[config.mk]
export PLATFORM = sky130hd
export DESIGN_NAME = vmc_multi_product
export DESIGN_NICKNAME = d
export VERILOG_FILES = /design/src/rtl/vmc_pkg.sv /design/src/rtl/vmc_change_dispenser.sv /design/src/rtl/vmc_multi_product.sv
export SDC_FILE = /design/constraint.sdc
export NUM_CORES = 1
export LEC_CHECK = 0
export CORE_MARGIN = 2
export CORE_UTILIZATION = 50
export DETAILED_ROUTE_END_ITERATION = 16
export DONT_BUFFER_PORTS = 1
export PLACE_DENSITY = 0.75
export SYNTH_ARGS = -nofsm -noshare
export SYNTH_HDL_FRONTEND = slang
export SYNTH_HIERARCHICAL = 1
export SYNTH_SLANG_ARGS = --single-unit
[constraint.sdc]
create_clock -name clk -period 4.4 [get_ports clk]
set_input_delay 0.66 -clock clk [delete_from_list [all_inputs] [get_ports clk]]
set_output_delay 0.66 -clock clk [all_outputs]
set_load 0.03 [all_outputs]
[src/rtl/vmc_pkg.sv]
// Shared types and constants for the multi-product vending controller.
package vmc_pkg;
    typedef enum logic [1:0] {COLLECT, VEND, CHANGE} state_t;

    typedef enum logic [1:0] {
        CHG_NONE = 2'b00,
        CHG_1    = 2'b01,
        CHG_2    = 2'b10
    } chg_t;

    localparam int COIN_1_VAL = 1;
    localparam int COIN_2_VAL = 2;
    localparam int COIN_5_VAL = 5;
endpackage

[src/rtl/vmc_change_dispenser.sv]
// Change countdown: pays out the loaded amount one coin per cycle, ₹2 coins first.
module vmc_change_dispenser
    import vmc_pkg::*;
#(
    parameter int CREDIT_W = 4
) (
    input  logic                clk,
    input  logic                reset,
    input  logic                load,
    input  logic                step,
    input  logic [CREDIT_W-1:0] amount,
    output logic [1:0]          change,
    output logic [CREDIT_W-1:0] rem_next,
    output logic                done
);
    logic [CREDIT_W-1:0] remaining;
    logic [CREDIT_W-1:0] src;
    chg_t                code;
    chg_t                change_q;

    // The first coin is emitted on the same edge as the load so the payout
    // takes exactly ceil(amount/2) cycles.
    always_comb begin
        src      = load ? amount : remaining;
        code     = CHG_NONE;
        rem_next = src;
        if (src >= CREDIT_W'(2)) begin
            code     = CHG_2;
            rem_next = src - CREDIT_W'(2);
        end else if (src != '0) begin
            code     = CHG_1;
            rem_next = '0;
        end
    end

    always_ff @(posedge clk or negedge reset) begin
        if (!reset) begin
            remaining <= '0;
            change_q  <= CHG_NONE;
        end else if (load || step) begin
            remaining <= rem_next;
            change_q  <= code;
        end else begin
            change_q  <= CHG_NONE;
        end
    end

    assign change = change_q;
    assign done   = (remaining == '0);
endmodule

[src/rtl/vmc_multi_product.sv]
// Vending controller: coin credit, per-product prices, auto/explicit vend, refund.
module vmc_multi_product
    import vmc_pkg::*;
#(
    parameter int                         N_PROD     = 2,
    parameter int                         SEL_W      = 2,
    parameter int                         CREDIT_W   = 4,
    parameter int                         MAX_CREDIT = 9,
    parameter logic [N_PROD*CREDIT_W-1:0] PRICES     = {4'd3, 4'd5},
    parameter bit                         AUTO_VEND  = 1'b1
) (
    input  logic                clk,
    input  logic                reset,
    input  logic                coin_1,
    input  logic                coin_2,
    input  logic                coin_5,
    input  logic [SEL_W-1:0]    sel,
    input  logic                vend_req,
    input  logic                cancel,
    output logic                product,
    output logic [SEL_W-1:0]    product_id,
    output logic [1:0]          change,
    output logic                coin_reject,
    output logic                sel_error,
    output logic [CREDIT_W-1:0] credit,
    output logic                busy
);
    localparam int CW1 = CREDIT_W + 1;

    state_t              state, state_d;
    logic [CREDIT_W-1:0] credit_d;
    logic                product_d, coin_reject_d, sel_error_d, busy_d;
    logic [SEL_W-1:0]    product_id_d;

    logic                coin_any;
    logic [CW1-1:0]      coin_sum, new_credit;
    logic [CREDIT_W-1:0] eval_credit, price;
    logic                sel_ok, over;
    int                  sel_idx;

    logic                disp_load, disp_step, disp_done;
    logic [CREDIT_W-1:0] disp_amount, disp_rem_next;

    assign coin_any = coin_1 | coin_2 | coin_5;

    always_comb begin
        coin_sum = '0;
        if (coin_1) coin_sum = coin_sum + CW1'(COIN_1_VAL);
        if (coin_2) coin_sum = coin_sum + CW1'(COIN_2_VAL);
        if (coin_5) coin_sum = coin_sum + CW1'(COIN_5_VAL);
        new_credit = {1'b0, credit} + coin_sum;
    end

    assign over        = (new_credit > CW1'(MAX_CREDIT));
    assign eval_credit = over ? credit : new_credit[CREDIT_W-1:0];
    assign sel_idx     = int'(sel);
    assign sel_ok      = (sel_idx < N_PROD);

    always_comb begin
        price = '0;
        if (sel_ok) price = PRICES[sel_idx*CREDIT_W +: CREDIT_W];
    end

    always_comb begin
        state_d       = state;
        credit_d      = credit;
        product_d     = 1'b0;
        product_id_d  = product_id;
        coin_reject_d = 1'b0;
        sel_error_d   = 1'b0;
        disp_load     = 1'b0;
        disp_step     = 1'b0;
        disp_amount   = credit;
        case (state)
            COLLECT: begin
                if (cancel) begin
                    coin_reject_d = coin_any;
                    if (credit != '0) begin
                        disp_load = 1'b1;
                        credit_d  = disp_rem_next;
                        state_d   = CHANGE;
                    end
                end else begin
                    coin_reject_d = over;
                    credit_d      = eval_credit;
                    if (sel_ok) begin
                        if ((AUTO_VEND || vend_req) && eval_credit >= price) begin
                            credit_d     = eval_credit - price;
                            product_d    = 1'b1;
                            product_id_d = sel;
                            state_d      = VEND;
                        end
                    end else if (!AUTO_VEND && vend_req) begin
                        sel_error_d = 1'b1;
                    end
                end
            end
            VEND: begin
                coin_reject_d = coin_any;
                if (credit != '0) begin
                    disp_load = 1'b1;
                    credit_d  = disp_rem_next;
                    state_d   = CHANGE;
                end else begin
                    state_d = COLLECT;
                end
            end
            CHANGE: begin
                coin_reject_d = coin_any;
                disp_step     = 1'b1;
                credit_d      = disp_rem_next;
                if (disp_done) state_d = COLLECT;
            end
            default: state_d = COLLECT;
        endcase
        busy_d = (state_d != COLLECT);
    end

    always_ff @(posedge clk or negedge reset) begin
        if (!reset) begin
            state       <= COLLECT;
            credit      <= '0;
            product     <= 1'b0;
            product_id  <= '0;
            coin_reject <= 1'b0;
            sel_error   <= 1'b0;
            busy        <= 1'b0;
        end else begin
            state       <= state_d;
            credit      <= credit_d;
            product     <= product_d;
            product_id  <= product_id_d;
            coin_reject <= coin_reject_d;
            sel_error   <= sel_error_d;
            busy        <= busy_d;
        end
    end

    vmc_change_dispenser #(.CREDIT_W(CREDIT_W)) u_disp (
        .clk      (clk),
        .reset    (reset),
        .load     (disp_load),
        .step     (disp_step),
        .amount   (disp_amount),
        .change   (change),
        .rem_next (disp_rem_next),
        .done     (disp_done)
    );
endmodule

# ---- Word-level counts from Yosys, hierarchy flattened
# Index checks and enable logic that the tools add are counted.
dict set report classes {
  n_addsub 5
  magnitude_cmp 4
  eq_ne 2
  n_shift 1
  n_mux 33
  bitwise_logic 3
  n_reduce_logical 9
}
# cell count
set op_table {}
lappend op_table {{$mux W4} 9}
lappend op_table {{$mux W2} 8}
lappend op_table {{$pmux W4 S3} 1}
lappend op_table {{$mux W1} 10}
lappend op_table {{$mux W5} 2}
lappend op_table {{$reduce_bool A4 Y1} 2}
lappend op_table {{$shiftx A8 B5 Y4 const A} 1}
lappend op_table {{$pmux W2 S3} 1}
lappend op_table {{$add A4 B5 Y5} 1}
lappend op_table {{$add A5 B2 Y5 const B} 1}
lappend op_table {{$add A5 B3 Y5 const B} 1}
lappend op_table {{$gt A5 B4 Y1 const B} 1}
lappend op_table {{$ge A4 B2 Y1 const B} 1}
lappend op_table {{$ge A4 B4 Y1} 1}
lappend op_table {{$logic_not A4 Y1} 1}
lappend op_table {{$pmux W1 S2} 2}
lappend op_table {{$reduce_and A4 Y1} 1}
lappend op_table {{$sub A4 B2 Y4 const B} 1}
lappend op_table {{$sub A4 B4 Y4} 1}
lappend op_table {{$reduce_bool A3 Y1} 1}
lappend op_table {{$eq A2 B1 Y1 const B} 1}
lappend op_table {{$eq A2 B2 Y1 const B} 1}
lappend op_table {{$logic_not A2 Y1} 1}
lappend op_table {{$lt A2 B2 Y1 const B} 1}
lappend op_table {{5 further kinds} 6}
dict set report word_totals {
  ff_bits 17
  input_bits 9
  out_inout_bits 12
  word_cells 65
}

# ---- Depth between registers and ports, before layout
dict set report depth {
  depth_word 14
  ltp_mapped 16
  depth_no_buf 16
}

# ---- Cells and area by module
# Netlist, hierarchy kept.
# mod instances cells_per_inst area_per_inst_um2 seq_area_each_um2
set by_module_without_submodules {}
lappend by_module_without_submodules {vmc_multi_product 1 134 1183.6 275.3}
lappend by_module_without_submodules {vmc_change_dispenser 1 45 411.6 150.1}

# ---- Least setup slack after synthesis
# No wires, ideal clock.
dict set report synth_path {
  path_type {input to register}
  startpoint {in coin_1}
  endpoint {reg product_id[0]}
  setup_ns 0.125
  t_arrival_ns 3.947
  required_time_ns 4.275
  path_slack_ns 0.328
  stages 16
  path_buffers 0
  cell_sequence {inv_1 ha_1 nand2_1 o21ai_0 fa_1 and3b_1 o21ai_2 and4_1 a21oi_1 ha_1 fa_1 a21bo_2 a21oi_2 a31oi_4 and3_4 mux2_4}
}
dict set report synth_via {
  elab_chain_len 10
}
# element line_no
set synth_lines {}
lappend synth_lines {{from (decl)} vmc_multi_product.sv:14} ;# input logic coin_1,
lappend synth_lines {{$mux W1 (*)} vmc_multi_product.sv:48} ;# if (coin_1) coin_sum = coin_sum + CW1'(COIN_1_VAL);
lappend synth_lines {{$add A5 B2 Y5} vmc_multi_product.sv:49} ;# if (coin_2) coin_sum = coin_sum + CW1'(COIN_2_VAL);
lappend synth_lines {{$mux W5 (*)} vmc_multi_product.sv:49}
lappend synth_lines {{$add A5 B3 Y5} vmc_multi_product.sv:50} ;# if (coin_5) coin_sum = coin_sum + CW1'(COIN_5_VAL);
lappend synth_lines {{$mux W5 (*)} vmc_multi_product.sv:50}
lappend synth_lines {{$add A4 B5 Y5 (*)} vmc_multi_product.sv:51} ;# new_credit = {1'b0, credit} + coin_sum;
lappend synth_lines {{$gt A5 B4 Y1} vmc_multi_product.sv:54} ;# assign over = (new_credit > CW1'(MAX_CREDIT));
lappend synth_lines {{$mux W4 (*)} vmc_multi_product.sv:55} ;# assign eval_credit = over ? credit : new_credit[CREDIT_W-1:0];
lappend synth_lines {{$ge A4 B4 Y1 (*)} vmc_multi_product.sv:87} ;# if ((AUTO_VEND || vend_req) && eval_credit >= price) begin
lappend synth_lines {{$reduce_and A4 Y1 (no line) (*)} -}
lappend synth_lines {{to (signal assigned)} vmc_multi_product.sv:132} ;# product_id <= product_id_d;
lappend synth_lines {{to (decl)} vmc_multi_product.sv:21} ;# output logic [SEL_W-1:0] product_id,
# Mark *: on every way between the ends. The rest lies on a longest branch, timed or not.
# A chain may end at the register's enable or synchronous reset.

# ---- Worst setup path after layout
dict set report layout_path {
  startpoint {in coin_1}
  endpoint {reg credit[0]}
}
dict set report layout_via {
  elab_chain_len 13
  elab_cells_between_ends 14
  classes_between {add/sub: 4; order compare: 2; mux: 8}
}
# element line_no
set layout_lines {}
lappend layout_lines {{$mux W1 (*)} vmc_multi_product.sv:48}
lappend layout_lines {{$add A5 B2 Y5} vmc_multi_product.sv:49}
lappend layout_lines {{$mux W5 (*)} vmc_multi_product.sv:49}
lappend layout_lines {{$add A5 B3 Y5} vmc_multi_product.sv:50}
lappend layout_lines {{$mux W5 (*)} vmc_multi_product.sv:50}
lappend layout_lines {{$add A4 B5 Y5 (*)} vmc_multi_product.sv:51}
lappend layout_lines {{$gt A5 B4 Y1} vmc_multi_product.sv:54}
lappend layout_lines {{$mux W4 (*)} vmc_multi_product.sv:55}
lappend layout_lines {{$sub A4 B4 Y4 or $ge A4 B4 Y1 (tied branches)} {vmc_multi_product.sv:88, vmc_multi_product.sv:87}}
lappend layout_lines {{$mux W4} vmc_multi_product.sv:87}
lappend layout_lines {{$mux W4 (*)} vmc_multi_product.sv:86} ;# if (sel_ok) begin
lappend layout_lines {{$mux W4 (*)} vmc_multi_product.sv:76} ;# if (cancel) begin
lappend layout_lines {{$pmux W4 S3 (*)} vmc_multi_product.sv:74} ;# case (state)
lappend layout_lines {{to (signal assigned)} vmc_multi_product.sv:130} ;# credit <= credit_d;
lappend layout_lines {{to (decl)} vmc_multi_product.sv:25} ;# output logic [CREDIT_W-1:0] credit,
# Marked as above.

==> impl_metrics.tcl <==
set metrics [dict create \
    run_status "finished, final reports clean" \
    fmax_mhz 247 \
    rrSetupSlack_ns 0.59 \
    cts.sinks 17 \
    track_usage_pct 22.8 \
    grt_setup_unrepaired "no" \
    cts_tree "built" \
    path_common_cell "ha_1" \
    start_util_pct 52.3 \
    die_area_mm2 0.00366 \
    fp.dieW_um 60.5 \
    worst_setup_path_end_kind "flop" \
    finalWeightedCongestion 0.896 \
    cp.required_ns 4.62 \
    rows 20 \
    ir_drop_uv 438 \
    setup_tns_ns 0 \
    timing.final.crit_period_ns 4.05 \
    drive_gt1_share_pct 14.5 \
    path_max_fanout 6 \
    synth-edff-count 0 \
    clock_latency_ns 0.31 \
    wl_mm 3.70 \
    cp.arrival_ns 4.27 \
    place_area_mm2 0.00168 \
    hold_viol_final 0 \
    grt_max_degree 18 \
    via_per_inst 6.18 \
    async_reset_ff_share_pct 100 \
    wl_per_cell_um 16.1 \
    crit_family "compound AO/OA/AOI/OAI gates" \
    stdcell_area_mm2 0.00171 \
    setup_viol 0 \
    fin_ws_ns 0.352 \
    num_antenna_cells 0 \
    period_share_pct 92.0 \
    yosysSeqAreaShare_pct 26.7 \
    syn_area_mm2 0.00160 \
    final_cells 230 \
    core_mm2 0.00305 \
    pre_cts_ws_ns 0.00139 \
    grt_pass1_wl_mm 6.34 \
    dp.cells 226 \
    path_class "in2reg" \
    clock_skew_ns 0.0136 \
    final_core_util_pct 56.0 \
    power_density_mw_per_mm2 850 \
    leakage_nw 0.761 \
    synth.avg_cell_area_um2 8.91 \
    critical_path.cell_chain "inv_1, ha_1, nand2_1, o21ai_0, ha_1, a21o_1, a2111o_1, and4_1, a21oi_1, ha_1, fa_1, a21bo_2, a21oi_2, a31oi_4, buf_4, and3_1, o31ai_1" \
    final.fill_count 289 \
    yosys_register_bits 17 \
    dr.pass1.iters 4 \
    yosys_warnings 6 \
    synth_fp_nets 204 \
    slowest_stage "a2111o_1" \
    crit_buf_inv 2 \
    cp_slowest_stage_delay_ns 0.51 \
    hold_buffers 0 \
    slew_violations 0 \
    drv_cap 0 \
    grt_antenna_before_repair 0 \
    hold_ws_ns 0.0250 \
    cts_buffer_depth 2 \
    port_buffers 0 \
    synth_ff_type "dfrtp_1" \
    syn-instance-count 179 \
    cts_buffers 3 \
    grt_pass1_vias 1385 \
    drt_iter0_markers 107 \
    clockRootBuffer "clkbuf_4" \
    place_hpwl_mm 2.88 \
    ios 21 \
    vias 1421 \
    power_mw 1.45 \
    num-nets-final 212 \
    clk_pin_slew_ns 0.12 \
    synthDistinctLibCells 62 \
    hold_path_class "in2async" \
    grt_overflow 0 \
    final_antenna_net_count 0 \
    cts_max_level 1 \
    drc 0 \
    startpoint_type "primary input" \
    regArea_um2 425 \
    syn2layout_area_growth_pct 7.14 \
    die_h_um 60.5 \
    multi_input_area_mm2 0.00111 \
]
-- cell usage in the layout (no fill, tap or decap), drive strengths merged, types with 2 or more instances in the layout --
master,count
a21boi,3
a21oi,14
a221oi,2
a31oi,6
and2,2
and3,3
and4,2
buf,6
clkbuf,4
dfrtp,17
fa,2
ha,14
inv,11
nand2,10
nand2b,4
nand3b,2
nor2,19
nor2b,8
nor3,2
nor4,3
o211ai,2
o21a,3
o21ai,9
o22ai,3
o31ai,2
or2,3
xor2,2
-- registers in the layout (all words and copies together) (netlist names) --
register / count
product: 1
state: 2
u_disp/remaining: 4
product_id: 2
u_disp/change: 2
coin_reject: 1
busy: 1
credit: 4
-- cell families after synthesis --
family	synth area share, %
AND/OR/NAND/NOR	23.8
AO/OA/AOI/OAI	28.7
flip-flops	26.7
adder cells (fa/ha/maj)	13.5
buffers and inverters	3.92
XOR/XNOR	1.65
multiplexers	1.57
other	0.235
-- synth_stat cells (3+ instances only) --
cell | n | area [µm²]
nand2_1 | 10 | 37.5
nor2b_1 | 8 | 50.1
inv_1 | 11 | 41.3
o21a_1 | 3 | 22.5
a21oi_1 | 12 | 60.1
nor4_1 | 3 | 18.8
ha_1 | 14 | 175
o21ai_0 | 6 | 30.0
nor2_1 | 18 | 67.6
a31oi_1 | 5 | 31.3
or2_2 | 3 | 18.8
a21boi_0 | 3 | 22.5
o22ai_1 | 3 | 18.8
nand2b_1 | 4 | 25.0
dfrtp_1 | 17 | 425
-- layout make-up --
cell class,count,area share [%]
sequential,17,24.9
tap,44,3.22
clock buffer,4,1.54
multi-input combinational,147,65.1
inverter,12,2.64
timing repair buffer,6,2.64
-- report_power, final --
group	switching (mW)	total [mW]	internal [mW]
Sequential	0.102	0.323	0.221
Clock	0.0570	0.0924	0.0354
Combinational	0.591	1.04	0.446
-- worst reg2reg max path: cells and delay by family (launching register included) --
family	cells	cell delay, ns
DFF	1	0.62
adders and majority gates	3	0.73
buffers and inverters	1	0.18
and+or+nand+nor	2	0.41
AOI/OAI and AO/OA	7	1.79
-- repair_timing --
item,4_1_cts,5_1_grt
buffers inserted,0,0
gates resized for setup,0,1
setup endpoints to repair,0,2
-- path summary, 6_finish.rpt --
check | from | to | cells after the start
max | coin_1 | credit[0] | 17
min | reset | credit[2] | 0
max reg2reg | credit[1] | credit[0] | 13
min reg2reg | u_disp/remaining[0] | u_disp/change[0] | 1
max in group asynchronous | reset | credit[1] | 0
min in group clk | sel[0] | product_id[0] | 1
-- layer usage --
layer | global-route usage (%) | vias up | share of wire (%)
met2 | 40.7 | 57 | 51
met5 | 0 | - | 0
met1 | 28.0 | 674 | 41
met3 | 5.33 | 6 | 6.3
li1 | - | 684 | -
met4 | 4.97 | 0 | 0.86
(Power assumes the default switching activity.)
